[config.mk]
export PLATFORM = sky130hd
export DESIGN_NAME = pipe_generator
export DESIGN_NICKNAME = d
export VERILOG_FILES = /design/src/rtl/pipe_generator.sv
export SDC_FILE = /design/constraint.sdc
export NUM_CORES = 1
export LEC_CHECK = 0
export CORE_UTILIZATION = 43
export DETAILED_ROUTE_END_ITERATION = 12
export MAX_ROUTING_LAYER = met4
export PLACE_DENSITY = 0.73
export SLEW_MARGIN = 20
export SYNTH_ARGS = -nofsm -noshare
export SYNTH_HDL_FRONTEND = slang
export SYNTH_SLANG_ARGS = --single-unit
[constraint.sdc]
create_clock -name clock -period 8.2 [get_ports clock]
set_clock_uncertainty 0.05 [all_clocks]
set_input_delay 0.82 -clock clock [delete_from_list [all_inputs] [get_ports clock]]
set_output_delay 0.82 -clock clock [all_outputs]
set_load 0.01 [all_outputs]
[src/rtl/pipe_generator.sv]
// Scrolling pipe field for the 16x16 Flappy Bird LED display: columns shift left on
// each counted step, a pipe with a random gap enters on the right every SPACING columns.
module pipe_generator #(
  parameter int WIDTH    = 16,
  parameter int HEIGHT   = 16,
  parameter int GAP      = 4,
  parameter int SPACING  = 6,
  parameter int BIRD_COL = 3
) (
  input  logic                      clock,
  input  logic                      reset,
  input  logic                      clear,
  input  logic                      enable,
  input  logic                      step,
  input  logic [3:0]                rand_in,
  output logic [HEIGHT*WIDTH-1:0]   frame,
  output logic [HEIGHT-1:0]         bird_col_pixels,
  output logic [7:0]                score,
  output logic                      score_pulse
);

  localparam int CNT_W = (SPACING > 1) ? $clog2(SPACING) : 1;
  localparam int GAP_MAX_TOP = HEIGHT - GAP;
  localparam logic [HEIGHT-1:0] GAP_ONES = HEIGHT'((64'd1 << GAP) - 64'd1);

  logic [HEIGHT-1:0] r_col [WIDTH];
  logic [WIDTH-1:0]  r_is_pipe;
  logic [CNT_W-1:0]  r_cnt;
  logic [7:0]        r_score;
  logic              r_score_pulse;

  logic              w_step;
  logic [31:0]       w_rand;
  logic [31:0]       w_gap_top;
  logic [HEIGHT-1:0] w_pipe_word;

  // Out-of-range random values fold back to the top so every gap fits on screen.
  always_comb begin
    w_rand      = 32'(rand_in);
    w_gap_top   = (w_rand <= 32'(GAP_MAX_TOP)) ? w_rand : w_rand - 32'(GAP_MAX_TOP + 1);
    w_pipe_word = ~(GAP_ONES << w_gap_top);
    w_step      = enable & step;
  end

  always_ff @(posedge clock) begin
    r_score_pulse <= 1'b0;
    if (reset || clear) begin
      // NOTE: the column array is reset on purpose; a restart must show a blank field.
      for (int c = 0; c < WIDTH; c++) r_col[c] <= '0;
      r_is_pipe <= '0;
      r_cnt     <= '0;
      r_score   <= '0;
    end else if (w_step) begin
      for (int c = 0; c < WIDTH - 1; c++) begin
        r_col[c]     <= r_col[c+1];
        r_is_pipe[c] <= r_is_pipe[c+1];
      end
      if (r_cnt == '0) begin
        r_col[WIDTH-1]     <= w_pipe_word;
        r_is_pipe[WIDTH-1] <= 1'b1;
        r_cnt              <= CNT_W'(SPACING - 1);
      end else begin
        r_col[WIDTH-1]     <= '0;
        r_is_pipe[WIDTH-1] <= 1'b0;
        r_cnt              <= r_cnt - 1'b1;
      end
      // The pipe at the bird's column before this shift is the one being passed.
      if (r_is_pipe[BIRD_COL]) begin
        r_score_pulse <= 1'b1;
        if (r_score != 8'hFF) r_score <= r_score + 8'd1;
      end
    end
  end

  for (genvar c = 0; c < WIDTH; c++) begin : g_frame
    assign frame[c*HEIGHT +: HEIGHT] = r_col[c];
  end

  assign bird_col_pixels = r_col[BIRD_COL];
  assign score           = r_score;
  assign score_pulse     = r_score_pulse;

endmodule

==> results.cfg, run 1 <==
[outcome]
status = finished clean

[critical_path]
worstPathCellList = clkdlybuf4s50_1, nor2_4, buf_4, nand2_8, buf_12
crit_fanout = 113
start_kind = input pin
worst-endpoint-required_ns = 8.35
cp.arrival_ns = 3.29
crit_type = input pin to flip-flop
cpPeakStageDelay_ns = 0.67
crit_path_end_kind = flip-flop
crit_slowest_cell = buf_4

[logic_synthesis]
synthCells = 731
synth_area_leaders = edfxtp_1 71%, and3_1 9.4%, and2_1 4.7%
avgSynthCellArea_um2 = 14.8
yosysWarnings = 0
ys_seq_area_share_pct = 75.7
synth_nets = 742
synth_top_cell_area_share_pct = 71.1
yosysTopAreaCell = edfxtp_1
ys_ff_latch = 281
synth_area_um2 = 10800
synth_cell_types = 41

[cts]
hold_buffers = 0
clockRootBuffer = clkbuf_16
htreeDepth = 1
cts_setup_buffers = 0
clkTransAtPathRegs_ns = 0.06
clock_sinks = 281
cts_made_buffers = 28
cts_resized = 0
clockBufferDepth = 3
clock_latency_ns = 0.53
tritoncts = yes

[finish]
final_common_cell = clkdlybuf4s50_1
antenna_cells = 0
drive_above_1_share_pct = 5.07
nets = 996
layout_common_cells = 289 x clkdlybuf4s50_1, 256 x edfxtp_1, 162 x and3_1
areaGrowthSynthToFinish_pct = 36.0

[detailed_routing]
ant_nets = 0
vias_per_cell = 5.09
vias = 6762
drt-pass1-iter-count = 5
drtIter0Drc = 527
finalWirelength_mm = 25.2
routedWlPerCell_um = 19.0
drc = 0

[global_route]
gr-total-overflow = 0
grt_pass1_wl_mm = 38.4
grt_max_degree = 134
grtUsageTotal_pct = 19.9
antenna_found_initial = 0
grt_pass1_vias = 6735

[timing]
holdWs_ns = 0.401
setup_viol = 0
fin_crit_ns = 3.14
clock.fmax_mhz = 318
timing.final.crit_share_pct = 38.3
tightestPinTransition_ns = 1.05
max_slew_margin_pct = 30.3
rsz0062_at_grt = false
final.setup.tns_ns = 0
final-max-slew-violation-count = 0
hold_viol_final = 0

[pwr]
power.density_nw_per_um2 = 216
p_leak_nw = 6.04
irDropWorstVdd_mv = 0.148

[placed_design]
gp_congestion = 0.921
io_buffers = 289
hpwlAfterDp_mm = 16.4

[floorplan]
dieArea_um2 = 25800
die_y_um = 161
die_width_um = 161
core_area_um2 = 24500
rows = 57
initial_core_util_pct = 44.2
ioPinCount = 290

[hold_path]
worstHoldPathType = flip-flop to flip-flop

[run]
maxCapViolCount = 0
## final cells by class
cell class                      instances  area, um2
Tap cell                              324        405
Sequential cell                       281       8190
Clock inverter                          8       61.3
Timing Repair Buffer                  294       2940
Clock buffer                           42        795
Multi-Input combinational cell        375       2290
Fill cell                            1863       9760
Inverter                                5       18.8
## stage by stage
step	std cells	setup WS, ns	power [mW]	utilization, %	cell area (um2)
final	1329	5.06	3.18	60.1	14700
after global routing	1329	4.88	3.28	60.1	14700
after CTS	1329	4.76	3.21	60.1	14700
after detailed placement	1279	4.19	2.01	56.6	13800
after global placement	1279	4.20	2.00	56.6	13800
after floorplan	731	1.07	1.83	-	10800
## power by group
group	switching [mW]	leakage, nW	internal [mW]
registers	0.0425	3.11	1.64
clock network	0.508	0.419	0.695
logic	0.149	2.51	0.145
total	0.699	6.04	2.48
## layer usage
| layer | GRT usage [%] | routed length [um] |
|---|---|---|
| met5 | - | 0 |
| met4 | 4.59 | 499 |
| met3 | 8.47 | 3090 |
| met2 | 31.6 | 11900 |
| met1 | 23.3 | 9700 |
## cells by family (layout without fill, tap and decap cells)
| family | count (synthesis) | in the layout | share of synthesized area [%] |
|---|---|---|---|
| multiplexers | 1 | 1 | 0.0926 |
| buffers and inverters | 75 | 349 | 3.32 |
| AO/OA/AOI/OAI | 51 | 51 | 3.00 |
| flip-flops | 281 | 281 | 75.7 |
| AND/OR/NAND/NOR | 313 | 313 | 17.0 |
| adder cells (fa/ha/maj) | 2 | 2 | 0.231 |
| XOR/XNOR | 8 | 8 | 0.648 |
## flip-flops by register name, indices dropped and copies added, names as in the netlist
signal / flops
r_col: 256
r_is_pipe: 13
score: 8
r_cnt: 3
score_pulse: 1
## worst max-delay path, delay by kind of cell
family                 cells  cell delay, ns
buffers and inverters      3            1.58
and+or+nand+nor            2            0.71
## worst paths after layout
path	startpoint	end	slack, ns	cells after the start
worst min register to register	r_is_pipe[13]	r_is_pipe[12]	0.40	2
worst min-delay path	r_is_pipe[13]	r_is_pipe[12]	0.40	2
worst max-delay path	clear	r_col[0][106]	5.06	5
worst max register to register	r_cnt[0]	r_col[1][118]	6.60	4
## Yosys cell counts
master	n
a31oi_1	1
o21ai_1	1
o21ai_2	1
nand3_2	1
a22oi_1	1
o211ai_4	1
and3_1	162
buf_4	18
xor2_1	5
and3_2	2
and2_1	82
nor2b_1	1
nor2_1	18
inv_1	5
nand3_1	3
mux2i_1	1
o211ai_1	3
dfxtp_1	25
buf_2	8
o31ai_1	1
or2_0	1
a211oi_1	4
ha_1	2
edfxtp_1	256
or3_1	3
o31a_1	1
o22ai_1	2
nor2_2	1
nand4_2	1
a41o_1	1
o22a_1	1
o21a_1	1
o21ai_0	7
clkbuf_1	44
a21oi_1	23
xnor2_1	3
nand4_1	1
nand3b_1	1
nor3_1	3
a221oi_1	2
nand2_1	33
Note: power is estimated with default switching activity, not from simulation.
==> inputs of run 2 (changes only) <==
Clock period 8.2 ns to 3.3 ns, I/O delays scaled along.
==> run 2 against run 1 <==
Against the previous run:
- combinational power grew to 2.5 times the previous value
- via count is 0.96% higher
- clock power grew to 2.6 times the previous value
- register-to-register slack worse by 4.8 ns
- clock-buffer cell count decreased by 4
- cell count grew 1.1%
- die area is the same
- core utilization rose by 0.67 points
- sequential cell count did not move
- largest power group unchanged
==> results.cfg, run 2 (synthesis gave the netlist of run 1 again) <==
[critical_path]
cp.arrival_ns = 2.21
start_kind = input pin
r2r_cells = 4
crit_path_end_kind = flip-flop
worst-endpoint-required_ns = 3.49
cpPeakStageDelay_ns = 0.69
crit_slowest_cell = clkdlybuf4s50_1
crit_type = input pin to flip-flop
worstPathCellList = clkdlybuf4s50_1, inv_1, ha_1, nand3b_1, o22ai_1, a221oi_1
crit_fanout = 10

[detailed_routing]
drc = 0
ant_nets = 0
vias = 6827
drt-pass1-iter-count = 5
drtIter0Drc = 486
finalWirelength_mm = 25.2
routedWlPerCell_um = 18.8
vias_per_cell = 5.08

[finish]
layout_common_cells = 289 x clkdlybuf4s50_1, 256 x edfxtp_1, 162 x and3_1
top_register = r_col
final_cell_count_no_fill = 1343
drive_above_1_share_pct = 5.99
nets = 1006
antenna_cells = 0
fin_area_um2 = 14900
largest_reg_flops = 256
fillerInstances = 1866
final_common_cell = clkdlybuf4s50_1
areaGrowthSynthToFinish_pct = 37.5
fin_util_pct = 60.8

[run]
maxCapViolCount = 0

[cts]
clkTransAtPathRegs_ns = 0.06
hold_buffers = 0
cts_resized = 0
clockBufferDepth = 3
cts_setup_buffers = 0
clockRootBuffer = clkbuf_16
tritoncts = yes
clock_latency_ns = 0.54
cts_made_buffers = 30
htreeDepth = 1
clock_sinks = 281

[floorplan]
die_y_um = 161
die_width_um = 161
dieArea_um2 = 25800
rows = 57
initial_core_util_pct = 44.2
ioPinCount = 290
core_area_um2 = 24500

[pwr]
intPower_mw = 6.23
p_comb_share_pct = 9.2
p_total_mw = 8.01
switching_share_pct = 22.3
irDropWorstVdd_mv = 0.359
clkPwrFrac_pct = 38.6
p_leak_nw = 6.12
power.density_nw_per_um2 = 539
netSwitchingPower_mw = 1.79
p_seq_share_pct = 52.2

[global_route]
grtUsageTotal_pct = 19.8
grt_max_degree = 147
antenna_found_initial = 0
grt_pass1_vias = 6618
grt_pass1_wl_mm = 38.4
gr-total-overflow = 0

[timing]
fin_crit_ns = 2.02
setup_viol = 0
final-max-slew-violation-count = 0
timing.final.crit_share_pct = 61.1
max_slew_margin_pct = 52.8
rsz0062_at_grt = false
holdWs_ns = 0.398
final.setup.tns_ns = 0
hold_viol_final = 0
clock.fmax_mhz = 496
tightestPinTransition_ns = 0.706
setup_slack_ns = 1.28

[outcome]
status = finished clean

[placed_design]
place_inst = 1287
hpwlAfterDp_mm = 16.8
gp_congestion = 0.896
io_buffers = 289
placed_area_um2 = 14000
dp_slack_ns = 0.711

[hold_path]
worstHoldPathType = flip-flop to flip-flop
hold_depth = 2
[run 2: changes by cell type in the layout (fill, tap and decap cells not counted)]
cell / delta
clkinv_1: +8
clkinv_4: +1
clkbuf_8: -2
buf_12: +4
or2_0: +1
clkbuf_16: +2
clkinvlp_4: +1
clkbuf_1: -4
buf_4: +4
or2_1: -1
[run 2: critical path: cells and delay by family]
kind	cells	cell delay (ns)
AOI/OAI and AO/OA	2	0.41
adders and majority gates	1	0.29
buffers and inverters	2	0.87
and+or+nand+nor	1	0.30
[run 2: metal layers]
metal,global-route usage (%),part of all wire (%),vias to the layer above
li1,-,-,3201
met1,25.3,41,3298
met2,30.8,47,295
met3,6.61,11,33
met4,4.20,1.5,0
met5,-,0,-
[run 2: power groups by stage]
stage	registers (mW)	logic [mW]	clock network [mW]
2_1_floorplan	4.32	0.192	0
3_3_place_gp	4.26	0.737	0
3_5_place_dp	4.26	0.740	0
4_1_cts	4.19	0.744	3.16
5_1_grt	4.21	0.783	3.30
6_report	4.19	0.737	3.09
[run 2: cell type report]
type / instances / area [um2] / share of cell area, %
clock buffers: 38 / 802 / 5.39
clock inverters: 18 / 108 / 0.724
inverters: 5 / 18.8 / 0.126
multi-input cells: 375 / 2290 / 15.4
flip-flops and latches: 281 / 8190 / 55.1
well taps: 324 / 405 / 2.73
repair buffers: 302 / 3050 / 20.5
[run 2: worst paths after layout]
path	start	to	slack, ns
min	r_is_pipe[13]	r_is_pipe[12]	0.40
max	rand_in[1]	r_col[1][117]	1.28
max reg2reg	r_cnt[0]	r_col[1][118]	1.77
min reg2reg	r_is_pipe[13]	r_is_pipe[12]	0.40
==> inputs of run 3 (changes only) <==
Clock period 3.3 ns to 1.95 ns, I/O delays scaled along.
==> run 3 against run 2 <==
Against the previous run:
- sequential cell count is the same
- non-clock buffer count rose by 24
- clock-buffer cell count is 7 lower
- via count rose by 0.44%
- largest cell class unchanged
==> results.cfg, run 3 (synthesis gave the netlist of run 1 again) <==
[finish]
drive_above_1_share_pct = 8.20
layout_common_cells = 289 x clkdlybuf4s50_1, 256 x edfxtp_1, 162 x and3_1
largest_reg_flops = 256
areaGrowthSynthToFinish_pct = 40.7
antenna_cells = 0
nets = 1028
final_cell_count_no_fill = 1361
final_common_cell = clkdlybuf4s50_1
top_register = r_col

[cts]
cts_resized = 0
hold_buffers = 0
htreeDepth = 1
clockBufferDepth = 3
cts_made_buffers = 28
cts_setup_buffers = 0
clock_latency_ns = 0.53
clock_sinks = 281
clockRootBuffer = clkbuf_16
tritoncts = yes
clkTransAtPathRegs_ns = 0.06

[detailed_routing]
drtIter0Drc = 553
vias = 6857
finalWirelength_mm = 25.5
ant_nets = 0
vias_per_cell = 5.04
drc = 0
drt-pass1-iter-count = 5
routedWlPerCell_um = 18.7

[floorplan]
core_area_um2 = 24500
dieArea_um2 = 25800
rows = 57
die_width_um = 161
initial_core_util_pct = 44.2
die_y_um = 161
ioPinCount = 290

[critical_path]
cp.arrival_ns = 1.61
worst-endpoint-required_ns = 1.70
r2r_start = score[0]
cpPeakStageDelay_ns = 0.59
crit_slowest_cell = clkdlybuf4s50_1
worstPathCellList = clkdlybuf4s50_1
crit_type = flip-flop to output port
crit_path_end_kind = output port
path_depth = 1
r2r_slack_ns = 0.50
r2r_cells = 5
path_buf_inv = 1
crit_fanout = 3
worstReg2RegEnd = score[1]
start_kind = flip-flop
critPathTopFamily = buffers and inverters

[pwr]
irDropWorstVdd_mv = 0.602
p_leak_nw = 6.30
power.density_nw_per_um2 = 912

[global_route]
gr-total-overflow = 0
grt_pass1_wl_mm = 38.9
grt_max_degree = 56
antenna_found_initial = 0
grtUsageTotal_pct = 20.2
grt_pass1_vias = 6799

[timing]
tightestPinTransition_ns = 0.394
setup_viol = 0
final.setup.tns_ns = 0
clock.fmax_mhz = 538
rsz0062_at_grt = false
max_slew_margin_pct = 73.6
timing.final.crit_share_pct = 95.3
hold_viol_final = 0
fin_crit_ns = 1.86
final-max-slew-violation-count = 0
setup_slack_ns = 0.0920

[hold_path]
hp-start = reset
worstHoldPathType = input pin to flip-flop
whs_endpoint = score[7]
hold_depth = 3

[outcome]
status = finished clean

[placed_design]
gp_congestion = 0.928
dp_slack_ns = -0.163
io_buffers = 289
hpwlAfterDp_mm = 17.8
place_inst = 1311

[run]
maxCapViolCount = 0
[run 3: cell types whose count changed in the layout (fill, tap and decap cells not counted), sizes merged]
cell | previous run | this run
buf | 13 | 37
bufinv | 1 | 5
clkbuf | 38 | 31
clkinv | 16 | 13
[run 3: per-stage QoR]
stage | utilization, % | instance area (um2) | power [mW] | hold WS (ns)
final | 62.2 | 15200 | 13.9 | 0.381
after CTS | 62.2 | 15200 | 14.0 | 0.360
after detailed placement | 58.4 | 14300 | 8.54 | 0.396
after global placement | 58.4 | 14300 | 8.53 | 0.386
after floorplan | - | 10800 | 7.64 | 0.322
after global routing | 62.2 | 15200 | 14.4 | 0.394
[run 3: worst max path at each step]
stage          slack (ns)            endpoint    startpoint
3_3_place_gp       0.0001       r_col[1][117]    rand_in[0]
3_5_place_dp        -0.16       r_col[1][117]    rand_in[0]
2_1_floorplan        0.02         r_col[0][0]        enable
5_1_grt              0.02  bird_col_pixels[1]  r_col[0][49]
6_report             0.09           frame[49]  r_col[0][49]
4_1_cts              0.03           frame[49]  r_col[0][49]
[run 3: power by group]
part           total [mW]  switching, mW  internal [mW]  leakage, nW
Sequential           7.07          0.184           6.89         3.11
Clock                5.48           2.14           3.34        0.458
Combinational        1.33          0.642          0.692         2.73
[run 3: final cells by class]
class | count | area, um2
sequential | 281 | 8190
tap | 324 | 405
clock inverter | 19 | 210
multi-input combinational | 375 | 2290
clock buffer | 31 | 733
inverter | 5 | 18.8
fill | 1810 | 9240
timing repair buffer | 326 | 3370
[run 3: layer usage]
metal  routed length [um]  vias up  track usage (%)
li1                     -     3236                -
met1                 9890     3293             23.6
met2                12300      289             32.7
met3                 2760       39             7.98
met4                  518        0             4.68
met5                    0        -                -
